<file path="config.mk">
export PLATFORM = sky130hd
export DESIGN_NAME = qif_synapse_flat
export DESIGN_NICKNAME = d
export VERILOG_FILES = /design/src/rtl/qif_pkg.sv /design/src/rtl/qif_synapse_if.sv /design/src/rtl/qif_sat_add.sv /design/src/rtl/qif_synapse.sv /design/src/flat_wrapper.sv
export SDC_FILE = /design/constraint.sdc
export NUM_CORES = 1
export LEC_CHECK = 0
export CORE_ASPECT_RATIO = 0.9
export CORE_MARGIN = 1
export CORE_UTILIZATION = 57
export DETAILED_ROUTE_END_ITERATION = 7
export GPL_TIMING_DRIVEN = 0
export PLACE_DENSITY_LB_ADDON = 0.15
export SLEW_MARGIN = 30
export SYNTH_ARGS = -nofsm -noshare
export SYNTH_HDL_FRONTEND = slang
export SYNTH_SLANG_ARGS = --single-unit
</file>
<file path="constraint.sdc">
create_clock -name clk -period 7.4 [get_ports clk]
set_input_delay 1.48 -clock clk [delete_from_list [all_inputs] [get_ports clk]]
set_output_delay 1.48 -clock clk [all_outputs]
set_load 0.1 [all_outputs]
</file>
<file path="src/rtl/qif_pkg.sv">
// rtl/qif_pkg.sv - shared types, limits and saturation helper for the QIF neuron and synapse
package qif_pkg;

    // Synapse drive-side FSM states
    typedef enum logic [1:0] {
        IDLE    = 2'd0,
        ACTIVE  = 2'd1,
        REFRACT = 2'd2
    } qif_state_t;

    // Signed 8-bit synaptic / membrane current
    typedef logic signed [7:0] qif_cur_t;

    localparam qif_cur_t I_MAX = 8'sd127;
    localparam qif_cur_t I_MIN = -8'sd128;

    // Clamp a 9-bit signed intermediate back into the 8-bit current range
    function automatic qif_cur_t sat_to_cur(input logic signed [8:0] v);
        if (v > 9'sd127) begin
            return I_MAX;
        end else if (v < -9'sd128) begin
            return I_MIN;
        end else begin
            return v[7:0];
        end
    endfunction

endpackage

</file>
<file path="src/rtl/qif_synapse_if.sv">
// rtl/qif_synapse_if.sv - weighted spike handshake between a spike source and the synapse
interface qif_synapse_if;
    logic              spike_valid;
    logic signed [7:0] spike_weight;
    logic              spike_ready;

    modport master (
        output spike_valid,
        output spike_weight,
        input  spike_ready
    );

    modport slave (
        input  spike_valid,
        input  spike_weight,
        output spike_ready
    );
endinterface

</file>
<file path="src/rtl/qif_sat_add.sv">
// rtl/qif_sat_add.sv - combinational signed 8-bit add with clamp to [-128, 127]
module qif_sat_add
    import qif_pkg::*;
(
    input  qif_cur_t a,
    input  qif_cur_t b,
    output qif_cur_t y
);
    logic signed [8:0] sum9;

    // Widen by one bit so the true sum is exact before clamping
    always_comb begin
        sum9 = {a[7], a} + {b[7], b};
        y    = sat_to_cur(sum9);
    end
endmodule

</file>
<file path="src/rtl/qif_synapse.sv">
// rtl/qif_synapse.sv - saturating, exponentially decaying synaptic current driven by weighted spikes
module qif_synapse
    import qif_pkg::*;
#(
    parameter int DECAY_DIV     = 4,
    parameter int DECAY_SHIFT   = 2,
    parameter int REFRAC_CYCLES = 4
) (
    input  logic              clk,
    input  logic              rst_n,
    qif_synapse_if.slave      spk,
    output logic signed [7:0] I_syn,
    output logic              active,
    output logic [7:0]        spike_cnt
);
    localparam logic [7:0] PRE_LAST  = 8'(DECAY_DIV - 1);
    localparam logic [7:0] REFR_LOAD = 8'(REFRAC_CYCLES - 1);

    qif_state_t state, state_nxt;
    logic [7:0] refr_cnt, refr_nxt;
    logic [7:0] pre_cnt;
    logic       tick;
    logic       accept;
    logic       ready;

    qif_cur_t   shr;
    qif_cur_t   dec_term;
    qif_cur_t   dec_neg;
    qif_cur_t   decayed;
    qif_cur_t   add_w;
    qif_cur_t   next_cur;
    logic       next_zero;

    assign tick      = (pre_cnt == PRE_LAST);
    assign ready     = (state != REFRACT);
    assign accept    = spk.spike_valid && ready;
    assign spk.spike_ready = ready;
    assign active    = (I_syn != 8'sd0);
    assign next_zero = (next_cur == 8'sd0);

    // Free-running decay prescaler, independent of spike traffic
    always_ff @(posedge clk or negedge rst_n) begin
        if (!rst_n) begin
            pre_cnt <= 8'd0;
        end else if (tick) begin
            pre_cnt <= 8'd0;
        end else begin
            pre_cnt <= pre_cnt + 8'd1;
        end
    end

    // Decay step: arithmetic shift, forced to 1 for small positives so the current always reaches 0
    always_comb begin
        shr      = I_syn >>> DECAY_SHIFT;
        dec_term = shr;
        if ((shr == 8'sd0) && (I_syn > 8'sd0)) begin
            dec_term = 8'sd1;
        end
        dec_neg = tick ? -dec_term : 8'sd0;
        add_w   = accept ? spk.spike_weight : 8'sd0;
    end

    // Decay first; the magnitude only shrinks so this never actually clamps
    qif_sat_add u_decay_add (
        .a (I_syn),
        .b (dec_neg),
        .y (decayed)
    );

    // Weight accumulation on top of the decayed current, saturating
    qif_sat_add u_weight_add (
        .a (decayed),
        .b (add_w),
        .y (next_cur)
    );

    // Current register and accepted-spike counter
    always_ff @(posedge clk or negedge rst_n) begin
        if (!rst_n) begin
            I_syn     <= 8'sd0;
            spike_cnt <= 8'd0;
        end else begin
            I_syn <= next_cur;
            if (accept) begin
                spike_cnt <= spike_cnt + 8'd1;
            end
        end
    end

    // FSM state and refractory countdown registers
    always_ff @(posedge clk or negedge rst_n) begin
        if (!rst_n) begin
            state    <= IDLE;
            refr_cnt <= 8'd0;
        end else begin
            state    <= state_nxt;
            refr_cnt <= refr_nxt;
        end
    end

    // Next-state logic: an accept opens the refractory window, otherwise track whether current is nonzero
    always_comb begin
        state_nxt = state;
        refr_nxt  = refr_cnt;
        case (state)
            IDLE, ACTIVE: begin
                if (accept && (REFRAC_CYCLES != 0)) begin
                    state_nxt = REFRACT;
                    refr_nxt  = REFR_LOAD;
                end else begin
                    state_nxt = next_zero ? IDLE : ACTIVE;
                end
            end
            REFRACT: begin
                if (refr_cnt == 8'd0) begin
                    state_nxt = next_zero ? IDLE : ACTIVE;
                end else begin
                    refr_nxt = refr_cnt - 8'd1;
                end
            end
            default: begin
                state_nxt = IDLE;
                refr_nxt  = 8'd0;
            end
        endcase
    end
endmodule
</file>
<file path="src/flat_wrapper.sv">
// flat-port wrapper written by rule: the top's interface ports become plain ports
module qif_synapse_flat import qif_pkg::*;
#(
    parameter int DECAY_DIV     = 4,
    parameter int DECAY_SHIFT   = 2,
    parameter int REFRAC_CYCLES = 4
)
  (clk, rst_n, I_syn, active, spike_cnt, spk_spike_valid, spk_spike_weight, spk_spike_ready);
  qif_synapse_if spk_i ();
  input  logic clk;
  input  logic rst_n;
  output logic signed [7:0] I_syn;
  output logic active;
  output logic [7:0] spike_cnt;
  input wire logic [$bits(spk_i.spike_valid)-1:0] spk_spike_valid;
  input wire logic [$bits(spk_i.spike_weight)-1:0] spk_spike_weight;
  output wire logic [$bits(spk_i.spike_ready)-1:0] spk_spike_ready;
  assign spk_i.spike_valid = spk_spike_valid;
  assign spk_i.spike_weight = spk_spike_weight;
  assign spk_spike_ready = spk_i.spike_ready;
  qif_synapse #(.DECAY_DIV(DECAY_DIV), .DECAY_SHIFT(DECAY_SHIFT), .REFRAC_CYCLES(REFRAC_CYCLES)) u_core (.clk(clk), .rst_n(rst_n), .spk(spk_i), .I_syn(I_syn), .active(active), .spike_cnt(spike_cnt));
endmodule
</file>
-- Word-level counts from Yosys, hierarchy flattened
Index checks and enable logic that the tools add are counted.
- reductions and logical operators: 9
- add/subtract/negate cells: 6
- equality and inequality tests: 7
- $lt $le $gt $ge: 5
- multiplexer cells: 15
- operators with widths (cell ; number):
    8-bit two-way mux ; 10
    8-bit logical NOT ; 3
    8-bit by 8-bit adder with 9-bit output ; 2
    9-bit by 8-bit greater-than comparator with 1-bit output, second input constant ; 2
    9-bit by 8-bit less-than comparator with 1-bit output, second input constant ; 2
    8-bit by 1-bit adder with 8-bit output, second input constant ; 2
    8-bit case mux with 2 select lines ; 1
    8-bit by 2-bit == test with 1-bit output, second input constant ; 1
    8-bit by 1-bit greater-than comparator with 1-bit output, second input constant ; 1
    8-bit negator ; 1
    8-bit nonzero test ; 1
    8-bit by 1-bit subtractor with 8-bit output, second input constant ; 1
    2-bit two-way mux ; 2
    2-bit by 1-bit != test with 1-bit output, second input constant ; 2
    2-bit != test, second input constant ; 2
    2-bit case mux with 2 select lines ; 1
    2-bit by 1-bit == test with 1-bit output, second input constant ; 1
    2-bit == test, second input constant ; 1
    1-bit logical AND ; 2
    2-bit logical NOT ; 1
    2-bit AND reduction ; 1
    2-bit OR reduction ; 1
    1-bit two-way mux ; 1
- output and inout bits: 18
- bits of input ports: 11
- bits in registers: 34

-- Depth between registers and ports, before layout
Gate-level depths: netlist (run 1).
- word-level depth: 17
- gate-level depth with buffers: 24

-- By module
From an unflattened synthesis (run 1), not the netlist that was laid out.
- cells, all modules: 259
- area total of the unflattened synthesis: 2552.4 sq um
- modules (own cells, without submodules) (module ; seq. area each (sq um) ; area an instance (sq um) ; times used ; cells each):
    qif_synapse ; 850.8 ; 1731.7 ; 1 ; 165
    qif_sat_add ; 0.0 ; 410.4 ; 2 ; 47

-- Worst setup path after synthesis (run 1)
OpenSTA, ideal clock, no wires.
- path type: reg2reg
- start: register u_core.I_syn[2]
- end: register u_core.I_syn[5]
- arrival: 6219 ps
- path slack: 1050 ps
- library setup time: 131 ps
- cell stages (with the launch flop): 22
- period minus slack after synthesis: 6350 ps
- cell sequence: dfrtp_1 or3_1 or3_1 nor3_1 nand2b_1 and3_1 ha_1 or2_2 a211oi_1 nor3_1 o21a_1 or2_2 o21a_1 ha_1 fa_1 a211oi_1 nor2_1 o31a_1 o21a_1 inv_1 a31oi_1 or3_1
- cells in the longest elaborated chain, start to end: 13
- elaborated cells on any way between the ends: 16
- classes of those cells: add/sub: 3; order compare: 5; mux: 6; reduce/logical: 2
- RTL lines (item ; line ; source):
    start: declaration ; qif_synapse.sv:12 ; output logic signed [7:0] I_syn,
    start signal: assignment ; qif_synapse.sv:83 ; I_syn <= next_cur;
    8-bit by 1-bit greater-than comparator with 1-bit output / 8-bit logical NOT (equally long branches) ; qif_synapse.sv:56 ; if ((shr == 8'sd0) && (I_syn > 8'sd0)) begin
    1-bit logical AND ; qif_synapse.sv:56 ;
    8-bit two-way mux ; qif_synapse.sv:56 ;
    8-bit negator ; qif_synapse.sv:59 ; dec_neg = tick ? -dec_term : 8'sd0;
    8-bit two-way mux ; qif_synapse.sv:59 ;
    8-bit by 8-bit adder with 9-bit output (*) ; qif_sat_add.sv:13 ; sum9 = {a[7], a} + {b[7], b};
    9-bit by 8-bit less-than comparator with 1-bit output ; qif_pkg.sv:21 ; end else if (v < -9'sd128) begin
    8-bit two-way mux ; qif_pkg.sv:21 ;
    8-bit two-way mux (*) ; qif_pkg.sv:19 ; if (v > 9'sd127) begin
    8-bit by 8-bit adder with 9-bit output (*) ; qif_sat_add.sv:13 ;
    9-bit by 8-bit less-than comparator with 1-bit output ; qif_pkg.sv:21 ;
    8-bit two-way mux ; qif_pkg.sv:21 ;
    8-bit two-way mux (*) ; qif_pkg.sv:19 ;
    named net u_core.next_cur[5] ; qif_synapse.sv:31 ; qif_cur_t next_cur;
Mark *: on every way through the listed nets, which the timed path passes. The rest lies on a longest branch.
A chain may end at the register's enable or synchronous reset.

-- Worst setup path in the final report (run 1)
Same ends and word-level chain as after synthesis.

==> results.yml, run 1 <==
setup_path:
  startpoint: "u_core.I_syn[2]$_DFF_PN0_"
  required_ps: 7560
  cp_data_arrival_time_ps: 6090
  path_class: "flip-flop to flip-flop"
  worst_setup_path_end_kind: "flip-flop"
  worstReg2RegStart: "u_core.I_syn[2]$_DFF_PN0_"
  reg2reg_to: "u_core.I_syn[5]$_DFF_PN0_"
  crit_path_start_kind: "flip-flop"
  crit_end: "u_core.I_syn[5]$_DFF_PN0_"
  reg2reg_slack_ps: 1470
  worst-path-max-fanout: 7
  r2r_cells: 23
synth:
  synth_area_um2: 2524
  yosys_warnings: 0
  ys.flop_type: "dfrtp_1"
  async_reset_ff_share_pct: 100.0
  synth_nets: 322
  synth_cells: 288
  yosysSeqAreaShare_pct: 33.71
  syn_area_per_cell_um2: 8.763
  yosysTopAreaCell: "dfrtp_1"
  synth.distinct_cells: 42
  ys_seq_elements: 34
  synth-edff-count: 0
  synth_top_area_share_pct: 33.71
  synth_area_leaders: "dfrtp_1 34%, ha_1 10%, xnor2_1 5.6%"
timing:
  slew_headroom_pct: 35.31
  tightestPinTransition_ps: 967.3
  fin_crit_ps: 5928
  fin_crit_sh_pct: 80.11
  maxSlewViolCount: 0
  grt_setup_unrepaired: "false"
  max_freq_mhz: 168.7
  setup_viol: 0
  hold_viol_final: 0
  fin_setup_tns_ps: 0
  skew_ps: 6.480
placement:
  dp_hpwl_mm: 4.091
  io_buffers: 28
  place_congestion: 0.8967
layout:
  layout-drive-gt1-share_pct: 5.538
  syn2layout_area_growth_pct: 20.13
  num_antenna_cells: 0
  nets: 358
  nFillCells: 317
  fin_util_pct: 72.94
grt:
  grt_antenna_before_repair: 0
  grt.total_usage_pct: 25.40
  grt_pass1_wl_mm: 9.121
  grt_max_degree: 28
  grt_pass1_vias: 1972
  grt_overflow: 0
floorplanning:
  die_area_um2: 4698
  fp.dieH_um: 65.13
  ios: 29
  core-area_um2: 4156
  die-width_um: 72.14
  rows: 22
  start_util_pct: 60.72
cts:
  cts_root_buf: "clkbuf_8"
  cts_buffers: 5
  clock_latency_ps: 290
  ctsHoldBuffers: 0
  cts.sinks: 34
  cts_tree: "done"
  h-tree-depth: 2
  clockBufferDepth: 2
  clkTransAtPathRegs_ps: 70
  cts_setup_buffers: 0
  cts_resized: 0
route:
  drt_pass1_iterations: 4
  routed_wl_mm: 5.421
  drcViolationCount: 0
  vias_per_cell: 5.675
  wl_per_cell_um: 14.08
  num_vias: 2185
  drt_iter0_markers: 158
  drtAntennaViolNets: 0
outcome:
  run_status: "finished clean"
flow_run:
  drv_cap: 0
min_path:
  hp-class: "flip-flop to flip-flop"
how the worst min path moves through the flow:
| stage | depth (start not counted) | to | start | slack [ps] |
|---|---|---|---|---|
| 2_1_floorplan | 1 | u_core.pre_cnt[0]$_DFF_PN0_ | u_core.pre_cnt[0]$_DFF_PN0_ | 430 |
| 3_3_place_gp | 1 | u_core.pre_cnt[0]$_DFF_PN0_ | u_core.pre_cnt[0]$_DFF_PN0_ | 440 |
| 3_5_place_dp | 1 | u_core.pre_cnt[0]$_DFF_PN0_ | u_core.pre_cnt[0]$_DFF_PN0_ | 450 |
| 4_1_cts | 1 | u_core.pre_cnt[0]$_DFF_PN0_ | u_core.pre_cnt[0]$_DFF_PN0_ | 460 |
| 5_1_grt | 1 | u_core.pre_cnt[0]$_DFF_PN0_ | u_core.pre_cnt[0]$_DFF_PN0_ | 490 |
| 6_report | 1 | u_core.pre_cnt[0]$_DFF_PN0_ | u_core.pre_cnt[0]$_DFF_PN0_ | 470 |
state kept, by name, indices dropped and copies added (netlist names):
signal and flops:
u_core.pre_cnt 8, u_core.I_syn 8, u_core.refr_cnt 8, u_core.state 2, u_core.spike_cnt 8
area by class of cell:
type	instances	area [um2]	area share, %
inverters	15	56.30	1.857
repair buffers	29	295.3	9.740
clock inverters	3	68.82	2.270
clock buffers	5	68.82	2.270
plain buffers	5	18.77	0.6191
well taps	60	75.07	2.476
multi-input cells	234	1598	52.70
flip-flops and latches	34	850.8	28.06
stage by stage:
stage | hold WS, ps | cell area [um2] | worst slack, ps | std cells
final | 469.8 | 3032 | 1472 | 385
after global routing | 487.2 | 3032 | 1155 | 385
after CTS | 461.3 | 3032 | 1469 | 385
after detailed placement | 448.7 | 2894 | 1514 | 377
after global placement | 441.3 | 2879 | 1638 | 376
after floorplan | 425.1 | 2524 | 1050 | 288
cell families (layout without fill, tap and decap cells):
family,count (synthesis),count (layout),share of synthesized area (%)
compound gates,65,65,16.66
xor+xnor,26,26,9.023
fa+ha+maj,29,29,14.38
buf+inv,20,57,2.974
flops,34,34,33.71
mux,2,2,0.8428
simple gates,112,112,22.41
routing by layer:
metal | wire length (um) | vias up | share of wire (%) | GRT usage [%]
li1 | - | 1111 | - | -
met2 | 2467 | 38 | 46 | 39.49
met3 | 181 | 9 | 3.3 | 4.294
met5 | 0 | - | 0 | 0
met4 | 66 | 0 | 1.2 | 7.108
met1 | 2706 | 1027 | 50 | 36.54
layout by cell type, fill, tap and decap left out, types with 2 or more instances in the layout:
cell,synthesis,layout
nor2_1,36,36
dfrtp_1,34,34
clkdlybuf4s50_1,0,27
ha_1,21,21
o21ai_0,16,16
a21oi_1,16,16
xnor2_1,16,16
inv_1,15,15
nand2_1,14,14
nor3_1,13,13
and3_1,12,12
xor2_1,10,10
nand3_1,8,8
o21a_1,7,7
or3_1,6,6
maj3_1,6,6
nand2b_1,5,5
a211oi_1,5,5
a21o_1,5,5
clkbuf_8,0,5
clkbuf_1,4,4
nor4_1,3,3
nor2b_1,3,3
o31a_1,3,3
or2_2,3,3
nand4_1,3,3
o22ai_1,2,2
and2_1,2,2
o211ai_1,2,2
a31oi_1,2,2
or4_4,2,2
fa_1,2,2
bufinv_16,0,2
synth_stat cells, drive strengths merged (4+ instances only):
| master | instances |
|---|---|
| a211oi | 5 |
| a21o | 5 |
| a21oi | 16 |
| and3 | 12 |
| clkbuf | 4 |
| dfrtp | 34 |
| ha | 21 |
| inv | 15 |
| maj3 | 6 |
| nand2 | 14 |
| nand2b | 5 |
| nand3 | 8 |
| nor2 | 36 |
| nor3 | 13 |
| o21a | 7 |
| o21ai | 16 |
| or3 | 6 |
| xnor2 | 16 |
| xor2 | 10 |
worst max-delay path, cell delays in order (launching register included):
cell,delay [ps]
dfrtp_1,430
or3_1,430
or3_1,360
nor3_1,200
nor2_1,110
ha_1,290
nand2_1,110
inv_1,50
ha_1,300
a211o_1,320
a211oi_1,330
nor3_1,90
o21a_1,220
or2_2,300
o21a_1,180
ha_1,230
fa_1,430
a211oi_1,260
nor2_1,130
o31a_1,270
o21a_1,280
inv_1,130
a31oi_1,50
or3_1,320
Power of run 1 is not shown: default switching activity piles up to over one toggle a cycle in this logic, so the estimate is an artifact.
==> run 2: changes to the inputs <==
==> constraint.sdc (replaced) <==
create_clock -name clk -period 5.5 [get_ports clk]
set_input_delay 1.1 -clock clk [delete_from_list [all_inputs] [get_ports clk]]
set_output_delay 1.1 -clock clk [all_outputs]
set_load 0.1 [all_outputs]
==> run 2 against run 1 <==
Register-to-register slack got worse by 1400 ps. Worst setup slack lost 1400 ps. Clock skew grew 8.2 ps. Sequential cell count is the same. Count of clock-buffer cells in the layout stayed put. Critical path depth unchanged. Via count rose by 3.4%. Final area is 9.2% higher. Sequential share of layout area down 2.2 points. Die area unchanged.
==> results.yml, run 2 (synthesis gave the netlist of run 1 again) <==
outcome:
  run_status: "finished clean"
cts:
  clkTransAtPathRegs_ps: 70
  h-tree-depth: 2
  clockBufferDepth: 2
  clock_latency_ps: 290
  cts_tree: "done"
  cts_buffers: 5
  ctsHoldBuffers: 0
  cts.sinks: 34
  cts_root_buf: "clkbuf_8"
route:
  routed_wl_mm: 5.818
  wl_per_cell_um: 14.69
  drtAntennaViolNets: 0
  num_vias: 2260
  drt_iter0_markers: 89
  drcViolationCount: 0
  drt_pass1_iterations: 4
  vias_per_cell: 5.707
timing:
  slew_headroom_pct: 33.26
  fin_setup_tns_ps: 0
  maxSlewViolCount: 0
  skew_ps: 14.66
  hold_viol_final: 0
  setup_viol: 0
  fin_crit_sh_pct: 99.53
  grt_setup_unrepaired: "true"
  tightestPinTransition_ps: 998.0
  max_freq_mhz: 182.7
  fin_crit_ps: 5474
setup_path:
  crit_path_start_kind: "flip-flop"
  startpoint: "u_core.I_syn[2]$_DFF_PN0_"
  worst_setup_path_end_kind: "flip-flop"
  worst-path-max-fanout: 5
  worstReg2RegStart: "u_core.I_syn[2]$_DFF_PN0_"
  required_ps: 5660
  path_class: "flip-flop to flip-flop"
  reg2reg_slack_ps: 30
  cp_data_arrival_time_ps: 5640
grt:
  grt_pass1_vias: 1981
  grt.total_usage_pct: 25.45
  grt_overflow: 0
  grt_pass1_wl_mm: 9.252
  grt_max_degree: 25
  grt_antenna_before_repair: 0
floorplanning:
  fp.dieH_um: 65.13
  ios: 29
  rows: 22
  die_area_um2: 4698
  start_util_pct: 60.72
  die-width_um: 72.14
  core-area_um2: 4156
power:
  vdd_drop_max_uv: 471.1
  leakage_uw: 0.001450
  power_density_nw_per_um2: 652.5
layout:
  multi_input_area_um2: 1767
  final_cell_mix: "33 x nor2_1, 31 x dfrtp_1, 27 x clkdlybuf4s50_1"
  layout_commonest_cell: "nor2_1"
  seqCellArea_um2: 857.1
  nets: 369
  layout-drive-gt1-share_pct: 19.05
  num_antenna_cells: 0
  syn2layout_area_growth_pct: 31.14
  nFillCells: 265
  fin_util_pct: 79.62
placement:
  io_buffers: 28
  place_congestion: 0.8516
  dp_hpwl_mm: 4.120
min_path:
  hp-start: "u_core.pre_cnt[7]$_DFF_PN0_"
  hp-class: "flip-flop to flip-flop"
flow_run:
  drv_cap: 0
run 2: cell types whose count changed in the layout (fill, tap and decap cells not counted), sizes merged:
cell / change
buf: +11
run 2: worst max-delay path: stages, from the launching register on:
cell	delay, ps
dfrtp_4	470
or3_4	370
or3_4	350
nor3_4	190
nor2_2	70
ha_2	180
xor2_1	140
nor2_1	200
ha_4	260
o21a_1	220
a211oi_2	290
nor3_1	90
o21a_1	190
or2_4	220
o21a_1	220
ha_4	170
fa_2	350
a211oi_2	250
nor2_2	70
o31a_1	330
o21a_4	240
inv_2	50
a31oi_1	30
or3_1	380
run 2: repair_timing:
action,in CTS,in global routing
gates resized for setup,7,24
pin swaps,5,23
setup buffers,3,8
setup endpoints to repair,7,8
run 2: per-stage QoR:
step                      cell area, um2  power, uW  hold slack, ps  worst slack, ps  cells
after floorplan                     2571       1449           425.1            17.93    288
after global placement              2927       1711           443.2           -95.25    376
after detailed placement            2949       1737           449.5           -172.8    377
after CTS                           3133       2042           480.7            17.33    388
after global routing                3309       2297           501.8           -216.6    396
final                               3309       2159           479.4            25.69    396
run 2: worst paths after layout:
| check | cells after the start | to |
|---|---|---|
| max | 23 | u_core.I_syn[5]$_DFF_PN0_ |
| min | 1 | u_core.pre_cnt[7]$_DFF_PN0_ |
| max reg2reg | 23 | u_core.I_syn[5]$_DFF_PN0_ |
| min reg2reg | 1 | u_core.pre_cnt[7]$_DFF_PN0_ |
| max in group asynchronous | 2 | u_core.I_syn[2]$_DFF_PN0_ |
| min in group asynchronous | 1 | u_core.pre_cnt[4]$_DFF_PN0_ |
run 2: cell type report:
class | count | share of cell area [%]
buffer | 5 | 0.5671
clock buffer | 5 | 2.079
clock inverter | 3 | 2.079
inverter | 15 | 1.701
multi-input combinational | 234 | 53.38
sequential | 34 | 25.90
tap | 60 | 2.268
timing repair buffer | 40 | 12.02
run 2: routing by layer:
metal / wire, um / track usage (%) / part of all wire (%) / up-vias
met5: 0 / 0 / 0 / -
met4: 57 / 4.412 / 0.98 / 0
met3: 231 / 5.675 / 4.0 / 9
met2: 2722 / 39.49 / 47 / 54
met1: 2807 / 36.96 / 48 / 1074
li1: - / - / - / 1123
run 2: where the power goes:
| part | switching (uW) | internal (uW) | leakage [uW] |
|---|---|---|---|
| registers | 108 | 342 | 0.000426 |
| logic | 918 | 517 | 0.000956 |
| clock network | 92.6 | 182 | 0.0000683 |
Note: power is estimated with default switching activity, not from simulation.
==> run 3: changes to the inputs <==
--- a/config.mk
+++ b/config.mk
@@ -7,7 +7,7 @@
 export LEC_CHECK = 0
 export CORE_ASPECT_RATIO = 0.9
 export CORE_MARGIN = 1
-export CORE_UTILIZATION = 57
+export CORE_UTILIZATION = 55
 export DETAILED_ROUTE_END_ITERATION = 7
 export GPL_TIMING_DRIVEN = 0
 export PLACE_DENSITY_LB_ADDON = 0.15
==> run 3 against run 2 <==
The flow now finishes with violations (negative setup slack). Sequential power hardly changed. Combinational power hardly changed. Die area is 3.5% higher. Sequential share of layout area is 0.80 points higher. Total power is 5.1% lower. Worst hold slack worse by 16 ps. First-iteration DRC count is 39% higher. Critical path depth stayed put.
==> results.yml, run 3 (synthesis gave the netlist of run 1 again) <==
outcome:
  run_status: "complete, but fails checks"
  failed_checks: "negative setup slack"
setup_path:
  crit_path_start_kind: "flip-flop"
  r2r_cells: 23
  crit_path_cell_trace: "or3_4 > or3_4 > nor3_4 > nor2_2 > ha_2 > xor2_1 > nor2_1 > ha_2 > o21a_1 > a211oi_2 > nor3_1 > o21a_1 > or2_4 > o21a_1 > ha_2 > fa_2 > a211oi_2 > nor2_2 > o31a_1 > o21a_4 > inv_2 > a31oi_1 > or3_1"
  path_class: "flip-flop to flip-flop"
  slowest_stage: "dfrtp_4"
  worstReg2RegStart: "u_core.I_syn[2]$_DFF_PN0_"
  reg2reg_slack_ps: -60
  worst_setup_path_end_kind: "flip-flop"
  max_stage_delay_ps: 470
  critPathTopFamily: "simple AND/OR/NAND/NOR gates"
  worstPathBufferInverterCount: 1
  worst-path-max-fanout: 7
  reg2reg_to: "u_core.I_syn[5]$_DFF_PN0_"
  required_ps: 5670
  cp_data_arrival_time_ps: 5730
grt:
  grt_pass1_wl_mm: 9.066
  grt_max_degree: 27
  grt_pass1_vias: 2038
  grt.total_usage_pct: 24.34
  grt_overflow: 0
  grt_antenna_before_repair: 0
cts:
  clock_latency_ps: 290
  ctsHoldBuffers: 0
  clkTransAtPathRegs_ps: 70
  cts_tree: "done"
  clockBufferDepth: 2
  cts.sinks: 34
  h-tree-depth: 2
  cts_root_buf: "clkbuf_8"
  cts_buffers: 5
power:
  intPower_uw: 953.3
  pwr-share-seq_pct: 21.9
  sw_frac_of_total_pct: 53.47
  power_density_nw_per_um2: 638.2
  vdd_drop_max_uv: 452.1
  switching_power_uw: 1096
  leakage_uw: 0.001417
  totalPowerFinal_uw: 2049
  power_frac_comb_pct: 69.0
  p_clk_share_pct: 9.1
layout:
  layout_commonest_cell: "nor2_1"
  nets: 370
  final_cell_mix: "34 x nor2_1, 31 x dfrtp_1, 27 x clkdlybuf4s50_1, 16 x xnor2_1, 16 x ha_1"
  syn2layout_area_growth_pct: 27.22
  layout-drive-gt1-share_pct: 17.51
  num_antenna_cells: 0
  nFillCells: 329
floorplanning:
  rows: 22
  start_util_pct: 59.53
  ios: 29
  core-area_um2: 4239
  die_area_um2: 4863
  die-width_um: 73.40
  fp.dieH_um: 66.26
timing:
  fin_crit_ps: 5560
  skew_ps: 11.74
  slew_headroom_pct: 34.82
  fin_ws_ps: -59.81
  maxSlewViolCount: 0
  grt_setup_unrepaired: "true"
  fin_crit_sh_pct: 101.1
  max_freq_mhz: 179.9
  holdWs_ps: 463.6
  tightestPinTransition_ps: 974.6
  setup_viol: 3
  hold_viol_final: 0
min_path:
  holdPathStages: 1
  hp-class: "flip-flop to flip-flop"
  hp-start: "u_core.pre_cnt[0]$_DFF_PN0_"
  hold_path_end: "u_core.pre_cnt[0]$_DFF_PN0_"
route:
  routed_wl_mm: 5.502
  drtAntennaViolNets: 0
  drt_iter0_markers: 124
  drt_pass1_iterations: 4
  num_vias: 2199
  wl_per_cell_um: 13.86
  vias_per_cell: 5.539
  drcViolationCount: 0
flow_run:
  drv_cap: 0
placement:
  dp_hpwl_mm: 4.119
  io_buffers: 28
  place_congestion: 0.8993
-- run 3: repair_timing --
| item | 4_1_cts | 5_1_grt |
|---|---|---|
| pin swaps | 7 | 21 |
| gates resized for setup | 10 | 15 |
| endpoints found under the setup margin | 7 | 8 |
| buffers inserted | 3 | 9 |
-- run 3: how the worst max path moves through the flow --
stage,from,to,slack [ps],depth (start not counted)
global placement,u_core.I_syn[2]$_DFF_PN0_,u_core.I_syn[5]$_DFF_PN0_,-110,23
finish,u_core.I_syn[2]$_DFF_PN0_,u_core.I_syn[5]$_DFF_PN0_,-60,23
detailed placement,u_core.I_syn[2]$_DFF_PN0_,u_core.I_syn[5]$_DFF_PN0_,-170,23
CTS,u_core.I_syn[2]$_DFF_PN0_,u_core.I_syn[0]$_DFF_PN0_,40,21
global route,u_core.I_syn[2]$_DFF_PN0_,u_core.I_syn[5]$_DFF_PN0_,-270,23
floorplan,u_core.I_syn[2]$_DFF_PN0_,u_core.I_syn[5]$_DFF_PN0_,20,23
-- run 3: cell type report --
class	instances	area, um2	share of cell area (%)
Buffer	5	18.77	0.5846
Clock buffer	7	86.33	2.689
Clock inverter	1	5.005	0.1559
Inverter	15	56.30	1.754
Multi-Input combinational cell	234	1727	53.78
Sequential cell	34	857.1	26.70
Tap cell	60	75.07	2.338
Timing Repair Buffer	41	385.4	12.00
-- run 3: stage by stage --
stage	worst slack (ps)	cell area [um2]	TNS, ps	instances	util (%)
finish	-59.81	3211	-67.69	397	75.74
global route	-266.4	3211	-1405	397	75.74
CTS	37.59	3097	0	388	73.05
detailed placement	-172.5	2942	-434.8	377	69.39
global placement	-107.4	2927	-107.4	376	69.04
floorplan	17.93	2571	0	288	-
-- run 3: layer usage --
layer,up-vias,GRT usage [%],routed length [um]
li1,1128,-,-
met1,1036,35.07,2723
met2,30,38.54,2553
met3,5,4.268,188
met4,0,4.567,36
met5,-,0,0
-- run 3: power by group through the flow --
stage | Clock, uW | Combinational (uW) | Sequential (uW)
floorplan | 0 | 648 | 801
global placement | 0 | 1260 | 448
detailed placement | 0 | 1280 | 451
CTS | 191 | 1320 | 448
global route | 201 | 1520 | 463
finish | 186 | 1410 | 449
